--- src/rtl/gray_input_conditioner.sv ---
// gray_input_conditioner: synchronise, debounce and decode an asynchronous Gray-coded input word
// Ports:
//   clk      - sole clock
//   rst_n    - synchronous reset, active low
//   gray_in  - asynchronous Gray word from the pins
//   gray_out - last committed Gray word
//   bin_out  - binary of gray_out, registered
//   stable   - high while no candidate is being debounced
//   changed  - one-cycle pulse on every commit
//   step_up  - one-cycle pulse when the committed value moved +1 (mod 2^WIDTH)
//   step_dn  - one-cycle pulse when the committed value moved -1 (mod 2^WIDTH)
//   gray_err - one-cycle pulse when a commit changed more than one Gray bit
module gray_input_conditioner #(
    parameter int WIDTH           = 4,
    parameter int SYNC_STAGES     = 2,
    parameter int DEBOUNCE_CYCLES = 16
) (
    input  logic             clk,
    input  logic             rst_n,
    input  logic [WIDTH-1:0] gray_in,
    output logic [WIDTH-1:0] gray_out,
    output logic [WIDTH-1:0] bin_out,
    output logic             stable,
    output logic             changed,
    output logic             step_up,
    output logic             step_dn,
    output logic             gray_err
);
    localparam int CW = $clog2(DEBOUNCE_CYCLES + 1);
    localparam logic [CW-1:0] CNT_LAST = CW'(DEBOUNCE_CYCLES - 1);
    localparam logic [WIDTH-1:0] ONE = WIDTH'(1);

    typedef enum logic {ST_STABLE, ST_SETTLING} state_t;

    state_t           r_state, w_next;
    logic [WIDTH-1:0] r_sync [SYNC_STAGES];
    logic [WIDTH-1:0] r_gq, r_cand, r_bin;
    logic [CW-1:0]    r_cnt;
    logic             r_primed, r_changed, r_up, r_dn, r_err;
    logic [WIDTH-1:0] w_s, w_diff, w_new_bin;
    logic             w_load, w_inc, w_commit, w_multi;

    // Binary bit i is the XOR of all Gray bits at or above i.
    function automatic logic [WIDTH-1:0] g2b(input logic [WIDTH-1:0] g);
        for (int i = 0; i < WIDTH; i++)
            g2b[i] = ^(g >> i);
    endfunction

    always_ff @(posedge clk) begin
        if (!rst_n) begin
            for (int i = 0; i < SYNC_STAGES; i++)
                r_sync[i] <= '0;
        end else begin
            r_sync[0] <= gray_in;
            for (int i = 1; i < SYNC_STAGES; i++)
                r_sync[i] <= r_sync[i-1];
        end
    end

    assign w_s       = r_sync[SYNC_STAGES-1];
    assign w_diff    = r_gq ^ r_cand;
    // Clearing the lowest set bit leaves something only if two or more bits differ.
    assign w_multi   = (w_diff & (w_diff - ONE)) != '0;
    assign w_new_bin = g2b(r_cand);

    always_ff @(posedge clk) begin
        if (!rst_n)
            r_state <= ST_STABLE;
        else
            r_state <= w_next;
    end

    always_comb begin
        w_next = r_state;
        if (r_state == ST_STABLE)
            w_next = (w_s != r_gq) ? ST_SETTLING : ST_STABLE;
        else if (w_s == r_gq || w_commit)
            w_next = ST_STABLE;
    end

    // Settling priority: glitch reject, then candidate restart, then commit, then count.
    always_comb begin
        stable   = r_state == ST_STABLE;
        w_load   = (w_s != r_gq) && (stable || w_s != r_cand);
        w_commit = !stable && w_s != r_gq && w_s == r_cand && r_cnt == CNT_LAST;
        w_inc    = !stable && w_s != r_gq && w_s == r_cand && r_cnt != CNT_LAST;
    end

    always_ff @(posedge clk) begin
        if (!rst_n) begin
            r_gq      <= '0;
            r_cand    <= '0;
            r_bin     <= '0;
            r_cnt     <= '0;
            r_primed  <= 1'b0;
            r_changed <= 1'b0;
            r_up      <= 1'b0;
            r_dn      <= 1'b0;
            r_err     <= 1'b0;
        end else begin
            r_changed <= w_commit;
            r_up      <= w_commit && !w_multi && w_new_bin == r_bin + ONE;
            r_dn      <= w_commit && !w_multi && w_new_bin == r_bin - ONE;
            r_err     <= w_commit && w_multi && r_primed;
            if (w_load) begin
                r_cand <= w_s;
                r_cnt  <= '0;
            end else if (w_inc) begin
                r_cnt  <= r_cnt + 1'b1;
            end
            if (w_commit) begin
                r_gq     <= r_cand;
                r_bin    <= w_new_bin;
                r_primed <= 1'b1;
            end
        end
    end

    assign gray_out = r_gq;
    assign bin_out  = r_bin;
    assign changed  = r_changed;
    assign step_up  = r_up;
    assign step_dn  = r_dn;
    assign gray_err = r_err;
endmodule

--- config.mk ---
export PLATFORM = sky130hd
export DESIGN_NAME = gray_input_conditioner
export DESIGN_NICKNAME = d
export VERILOG_FILES = /design/src/rtl/gray_input_conditioner.sv
export SDC_FILE = /design/constraint.sdc
export NUM_CORES = 1
export LEC_CHECK = 0
export ABC_AREA = 0
export CAP_MARGIN = 40
export CORE_MARGIN = 3
export CORE_UTILIZATION = 59
export CTS_CLUSTER_SIZE = 8
export DETAILED_ROUTE_END_ITERATION = 12
export PLACE_DENSITY_LB_ADDON = 0.15
export SETUP_SLACK_MARGIN = 0.3
export SYNTH_ARGS = -nofsm -noshare
export SYNTH_HDL_FRONTEND = slang
export SYNTH_SLANG_ARGS = --single-unit
--- constraint.sdc ---
create_clock -name clk -period 2.96 [get_ports clk]
set_input_delay 0.592 -clock clk [delete_from_list [all_inputs] [get_ports clk]]
set_output_delay 0.592 -clock clk [all_outputs]
set_load 0.01 [all_outputs]
==> out/results.env, run 1 <==
OUTCOME='finished, final reports clean'
POSTROUTEANTENNANETS=0
SYNTH-ADDER-AREA-SHARE_PCT=3.06
CLOCK_SKEW_NS=0.00761
SYNTHESIS.INSTANCES=168
GRT_PASS1_WL_UM=5650
N_FILL_CELL=205
TIMING.CRITICAL_PATH.FROM_TYPE='register'
IRDROPWORSTVDD_uV=329
FIN_TNS_SETUP_NS=0
PLACEMENT.SETUP.WORST_SLACK_NS=0.605
MAXSLEWVIOLCOUNT=0
DPL.CELL_COUNT=205
POST_SYNTH_INSTANCE_AREA_UM2=1630
SYNTH_NETS=178
YOSYSUNIQUECELLTYPES=40
DRT_WL_TOTAL_UM=3450
TRITONCTS='yes'
DP.FINAL_HPWL_UM=2560
AREAGROWTHSYNTHTOFINISH_PCT=13.2
YOSYS_REGISTER_BITS=30
DR_TOTAL_VIAS=1277
FIN_CRIT_NS=2.10
PRIMARY_FLIP_FLOP_CELL_CHOSEN_BY_SYNTHESIS_MAPPING='dfxtp_1'
POST-SYNTH-TOP-AREA-FRACTION_PCT=36.8
TIMING.FINAL.HOLD_VIOLATIONS=0
NUM_ANTENNA_CELLS=0
DRC=0
SYN_AVG_CELL_AREA_UM2=9.73
YOSYS.AREA_SHARE.SIMPLE_PCT=18.4
CTS_ROOT_BUFFER='clkbuf_4'
GRT_PASS1_VIAS=1221
SYNTH_SEQ_AREA_SHARE_PCT=36.8
CTS-HOLD-FIX-BUFFERS=0
CTS_SINK_CNT=30
CTS_H_TREE_DEPTH=2
ANTENNA_VIOLATIONS_BEFORE_REPAIR=0
SYNTH_COMPOUND_GATE_AREA_SHARE_PCT=19.9
MAX_SLEW.WORST_PIN.SLEW_NS=0.723
FIN_WS_NS=0.860
WL_PER_CELL_UM=16.2
CAP_VIOL_MAX_COUNT=0
CLK_PIN_SLEW_WORST_PATHS_NS=0.09
FLOORPLAN.CORE_AREA_UM2=2540
WORST_SLEW_MARGIN_REL_PCT=51.4
DESIGN.PORTCOUNT=19
DIE_H_UM=58.6
LAST_WEIGHTED_CONGESTION_VALUE_OF_THE_ROUTABILITY_DRIVEN_PLACER=0.934
ASYNC_RESET_FF_SHARE_PCT=0
POWER.LEAKAGE_uW=0.000656
TIMING.CRITICAL_PATH.FANOUT_MAX=8
GLOBALROUTEOVERFLOWTOTAL=0
REQUIRED_NS=3.20
BUFS_ON_LONGEST_CLOCK_PATH=2
DRT_ITER0_MARKERS=73
FINALSETUPVIOLCOUNT=0
RSZ0062_AT_GRT='false'
WORST_EP_ARRIVAL_TIME_NS=2.34
FMAX_MHz=476
INITIAL_UTILIZATION_PCT=64.2
PERIOD_SHARE_PCT=70.9
POST-SYNTH-TOP-COUNT-CELL='dfxtp_1'
SYNTH_ENABLE_FLOP_CELLS=0
MIN_DELAY_PATH_DEPTH=1
DOMINANT_COMBINATIONAL_CELL_FAMILY_BY_AREA_AFTER_SYNTHESIS='compound AO/OA/AOI/OAI gates'
CLOCK_LATENCY_NS=0.33
POWER.DENSITY_nW_PER_UM2=415
SYNTH.AREA.MUX_SHARE_PCT=0
TIMING.SETUP.CRITICAL_PATH_CLASS='register to register'
SYNTH_AREA_LEADER_CELL='dfxtp_1'
FINAL_LAYOUT_SIZE_SUFFIX_GT1_SHARE_PCT=8.74
PORT_BUFFERS=18
POST-CTS-SETUP-BUFFERS=0
FINALPOWER_uW=768
DIE_FOOTPRINT_UM2=3440
GRT_START_MAX_NET_PINS=20
DESIGN.FINAL.NETS=192
DIE_WIDTH_UM=58.6
HOLD_PATH_CLASS='register to register'
YOSYS_WARNINGS=0
CTSRESIZECOUNT=0
SYNTH_XOR_AREA_SHARE_PCT=16.3
INSTANCES_NO_FILL=213
YOSYS-TOP-CELLS-COUNT='dfxtp_1 (30), nand2_1 (18), xnor2_1 (13)'
CRIT_PATH_END_KIND='register'
TIMING.REG2REG.WORST_PATH_DEPTH=7
NUMCTSBUFFERS=5
DRT-VIAS-PER-INSTANCE=6.00
DETAIL_ROUTE.FIRST_PASS.ITERATIONS=4
YOSYS-TOP-CELLS-AREA='dfxtp_1 (37%), xnor2_1 (7.0%), xor2_1 (4.8%)'
ROWS=18
GRT_USE_TOTAL_PCT=22.1
-- layout by cell type, fill, tap and decap left out, drive strengths merged, types with 7 or more instances in the layout --
master,netlist,final
nand4,10,10
nand2,18,18
clkbuf,4,7
xor2,9,9
xnor2,14,14
a21oi,10,10
clkdlybuf4s50,0,18
dfxtp,30,30
inv,8,8
and2,10,10
-- per-layer routing --
layer / part of all wire, % / track usage, % / up-vias / routed length (um)
li1: - / - / 631 / -
met5: 0 / 0 / - / 0
met4: 2.7 / 9.71 / 0 / 93
met1: 42 / 26.0 / 586 / 1460
met2: 49 / 36.7 / 47 / 1700
met3: 5.6 / 7.46 / 13 / 193
-- state kept, by name, summed over array words and instances, names as in the netlist --
register  cells
step_up       1
r_primed      1
r_cand        4
step_dn       1
gray_out      4
r_state       1
r_cnt         5
changed       1
bin_out       3
r_sync        8
gray_err      1
-- critical path, cell delays in order (launching register included) --
cell and delay [ns]:
dfxtp_1 0.38, ha_1 0.20, and3_1 0.16, ha_1 0.25
inv_1 0.13, a41oi_4 0.34, nand4_4 0.19, a2111oi_4 0.35
-- path summary, 6_finish.rpt --
check                     from            to  slack, ns
setup / recovery      r_cnt[0]       step_up       0.86
setup reg to reg      r_cnt[0]       step_up       0.86
hold reg to reg   r_sync[0][0]  r_sync[0][4]       0.44
hold / removal    r_sync[0][0]  r_sync[0][4]       0.44
-- through the flow --
stage               hold WS [ns]  utilization, %  area [um^2]
CTS                        0.443            72.7         1850
finish                     0.439            72.7         1850
floorplan                  0.412               -         1630
global route               0.468            72.7         1850
global placement           0.415            70.4         1790
detailed placement         0.421            70.4         1790
-- cell type report --
type / instances / area (um^2) / area share [%]
multi-input combinational: 119 / 942 / 50.9
inverter: 8 / 30.0 / 1.62
sequential: 30 / 601 / 32.5
clock buffer: 7 / 55.1 / 2.97
tap: 30 / 37.5 / 2.03
timing repair buffer: 18 / 180 / 9.74
clock inverter: 1 / 5.00 / 0.270
-- kinds of logic (layout without fill, tap and decap cells) --
family	after synthesis	count (layout)
and+or+nand+nor	53	53
xor gates and xnor gates	25	25
buffers and inverters	19	34
adders and majority gates	4	4
AOI/OAI and AO/OA	37	37
DFF	30	30
-- report_power, final --
part	switching, uW	internal [uW]
Combinational	59.0	34.4
Sequential	9.96	412
Clock	138	115
No activity file was read; power rests on OpenSTA's default activity.
==> inputs of run 2 (changes only) <==
--- a/config.mk
+++ b/config.mk
@@ -8,7 +8,7 @@
 export ABC_AREA = 0
 export CAP_MARGIN = 40
 export CORE_MARGIN = 3
-export CORE_UTILIZATION = 59
+export CORE_UTILIZATION = 55
 export CTS_CLUSTER_SIZE = 8
 export DETAILED_ROUTE_END_ITERATION = 12
 export PLACE_DENSITY_LB_ADDON = 0.15
==> constraint.sdc (replaced) <==
create_clock -name clk -period 2 [get_ports clk]
set_input_delay 0.4 -clock clk [delete_from_list [all_inputs] [get_ports clk]]
set_output_delay 0.4 -clock clk [all_outputs]
set_load 0.01 [all_outputs]
==> run 2 against run 1 <==
  * Fmax up 22%
  * Highest routed layer unchanged
  * Power up 59%
  * Setup slack worse by 0.58 ns
  * Utilization up 2.3 points
  * Die area up 6.5%
  * Sequential power up 47%
  * Non-clock buffer count up 18
  * First-iteration DRC count down 36%
  * Clock power up 74%
  * Global-route usage up 0.40 points
  * Count of clock-buffer cells in the layout up 1
  * Flip-flop and latch count unchanged
==> out/results.env, run 2 (same netlist as run 1, synthesis figures left out) <==
BUFS_ON_LONGEST_CLOCK_PATH=2
MIN_DELAY_PATH_DEPTH=1
WORST_EP_ARRIVAL_TIME_NS=1.92
ROWS=19
NUMCTSBUFFERS=5
FMAX_MHz=581
TIMING.CRITICAL_PATH.BUF_INV=2
SEQ_POWER_SHARE_PCT=50.7
TIMING.CRITICAL_PATH.FANOUT_MAX=6
CRITICAL_PATH.CELL_CHAIN='ha_4 > and3_4 > ha_4 > buf_4 > o41ai_4 > buf_4 > o31ai_1 > a21oi_1'
DESIGN.FINAL.NETS=210
LAST_WEIGHTED_CONGESTION_VALUE_OF_THE_ROUTABILITY_DRIVEN_PLACER=0.883
TRITONCTS='yes'
N_FILL_CELL=206
REQUIRED_NS=2.20
HOLD_START='r_sync[0][0]'
PLACEMENT.SETUP.WORST_SLACK_NS=0.171
CTS_H_TREE_DEPTH=2
DIE_H_UM=60.5
DETAIL_ROUTE.FIRST_PASS.ITERATIONS=4
CLOCK_LATENCY_NS=0.33
CRIT_SLOWEST_CELL='dfxtp_2'
P_CLK_SHARE_PCT=36.2
CRIT_PATH_END_KIND='register'
HOLD_PATH_CLASS='register to register'
PORT_BUFFERS=18
FIN_WORST_HOLD_SLACK_NS=0.436
GRT_PASS1_VIAS=1332
LARGEST-REGISTER='r_sync'
CAP_VIOL_MAX_COUNT=0
TOP_REGS='r_sync x8, r_cnt x5'
POWER.DENSITY_nW_PER_UM2=579
MOSTFREQUENTLAYOUTCELLS='nand2_1 (18), dfxtp_1 (18), buf_4 (16)'
REG2REG_SLACK_NS=0.28
TIMING.RR.END='gray_out[1]'
FIN_WS_NS=0.279
TIMING.SETUP.CRITICAL_PATH_CLASS='register to register'
GLOBALROUTEOVERFLOWTOTAL=0
TIMING.REG2REG.WORST_PATH_DEPTH=8
RSZ0062_AT_GRT='true'
IRDROPWORSTVDD_uV=641
FIN_CRIT_NS=1.72
LARGEST_REGISTER_FF_COUNT=8
GRT_START_MAX_NET_PINS=16
OUTCOME='finished, final reports clean'
TIMING.FINAL.HOLD_VIOLATIONS=0
DRT_WL_TOTAL_UM=3670
SW_FRAC_OF_TOTAL_PCT=25.2
MAX_SLEW.WORST_PIN.SLEW_NS=0.439
POSTROUTEANTENNANETS=0
CLK_PIN_SLEW_WORST_PATHS_NS=0.09
AREAGROWTHSYNTHTOFINISH_PCT=28.8
DP.FINAL_HPWL_UM=2550
CLOCK_SKEW_NS=0.00577
FIN_TNS_SETUP_NS=0
CTS_ROOT_BUFFER='clkbuf_4'
FLOORPLAN.CORE_AREA_UM2=2810
DRC=0
POWER_FRAC_COMB_PCT=13.1
REGTOREGSTARTPOINT='r_cnt[1]'
ANTENNA_VIOLATIONS_BEFORE_REPAIR=0
SWITCHING_POWER_uW=308
INITIAL_UTILIZATION_PCT=58.3
FINALPOWER_uW=1220
TIMING.CRITICAL_PATH.FROM_TYPE='register'
CTS-HOLD-FIX-BUFFERS=0
CP_TOP_FAMILY='compound AO/OA/AOI/OAI gates'
MAXSLEWVIOLCOUNT=0
CTS_SINK_CNT=30
GRT_PASS1_WL_UM=6020
DESIGN.PORTCOUNT=19
WORST_SLEW_MARGIN_REL_PCT=70.5
DIE_WIDTH_UM=60.5
HOLDPATHEND='r_sync[0][4]'
DIE_FOOTPRINT_UM2=3660
TIMING.CRITICAL_PATH.SLOWEST_CELL_DELAY_NS=0.36
POWER.LEAKAGE_uW=0.000909
PERIOD_SHARE_PCT=86.1
GRT_USE_TOTAL_PCT=22.5
DRT_ITER0_MARKERS=47
FINAL_LAYOUT_SIZE_SUFFIX_GT1_SHARE_PCT=26.9
INTERNAL_POWER_uW=911
DRT-VIAS-PER-INSTANCE=5.87
WL_PER_CELL_UM=15.8
NUM_ANTENNA_CELLS=0
FINALSETUPVIOLCOUNT=0
DR_TOTAL_VIAS=1361
==> run 2: timing repair <==
item	CTS	global route
setup endpoints to repair	18	19
resized for setup	19	14
setup buffers	4	7
pin swaps	2	7
==> run 2: worst max-delay path by stage <==
stage	from	to	slack [ns]	cells past startpoint
finish	r_cnt[1]	gray_out[1]	0.28	8
global route	r_cnt[1]	gray_out[1]	0.22	8
CTS	gray_out[3]	bin_out[3]	0.31	1
detailed placement	r_cnt[1]	step_up	0.17	7
global placement	r_cnt[1]	step_dn	0.25	7
floorplan	r_cnt[1]	step_up	0.31	7
==> run 2: final cells by class <==
| cell class | instances | area, um^2 | area share [%] |
|---|---|---|---|
| clock buffer | 8 | 78.8 | 3.75 |
| inverter | 8 | 32.5 | 1.55 |
| multi-input combinational | 119 | 990 | 47.0 |
| sequential | 30 | 623 | 29.6 |
| tap | 31 | 38.8 | 1.84 |
| timing repair buffer | 36 | 342 | 16.2 |
==> run 2: worst register-to-register path, stage by stage, from the launching register on <==
cell and delay (ns):
dfxtp_2 0.36, ha_4 0.15, and3_4 0.19, ha_4 0.16, buf_4 0.12, o41ai_4 0.05, buf_4 0.18, o31ai_1 0.26
a21oi_1 0.13
==> run 2: power by group through the flow <==
stage,Sequential (uW),Combinational [uW],Clock [uW]
2_1_floorplan,629,115,0
3_3_place_gp,635,147,0
3_5_place_dp,636,150,0
4_1_cts,618,154,453
5_1_grt,620,175,481
6_report,618,160,441
==> run 2: per-stage QoR <==
| stage | cells | instance area [um^2] | util [%] |
|---|---|---|---|
| 2_1_floorplan | 168 | 1640 | - |
| 3_3_place_gp | 213 | 1850 | 66.0 |
| 3_5_place_dp | 213 | 1850 | 66.0 |
| 4_1_cts | 225 | 2010 | 71.6 |
| 5_1_grt | 232 | 2100 | 75.0 |
| 6_report | 232 | 2100 | 75.0 |
==> run 2: metal layers <==
metal | vias up | GRT usage (%) | wire length, um
li1 | 664 | - | -
met1 | 627 | 25.0 | 1470
met2 | 57 | 39.2 | 1870
met3 | 13 | 6.81 | 204
met4 | 0 | 11.1 | 131
met5 | - | 0 | 0
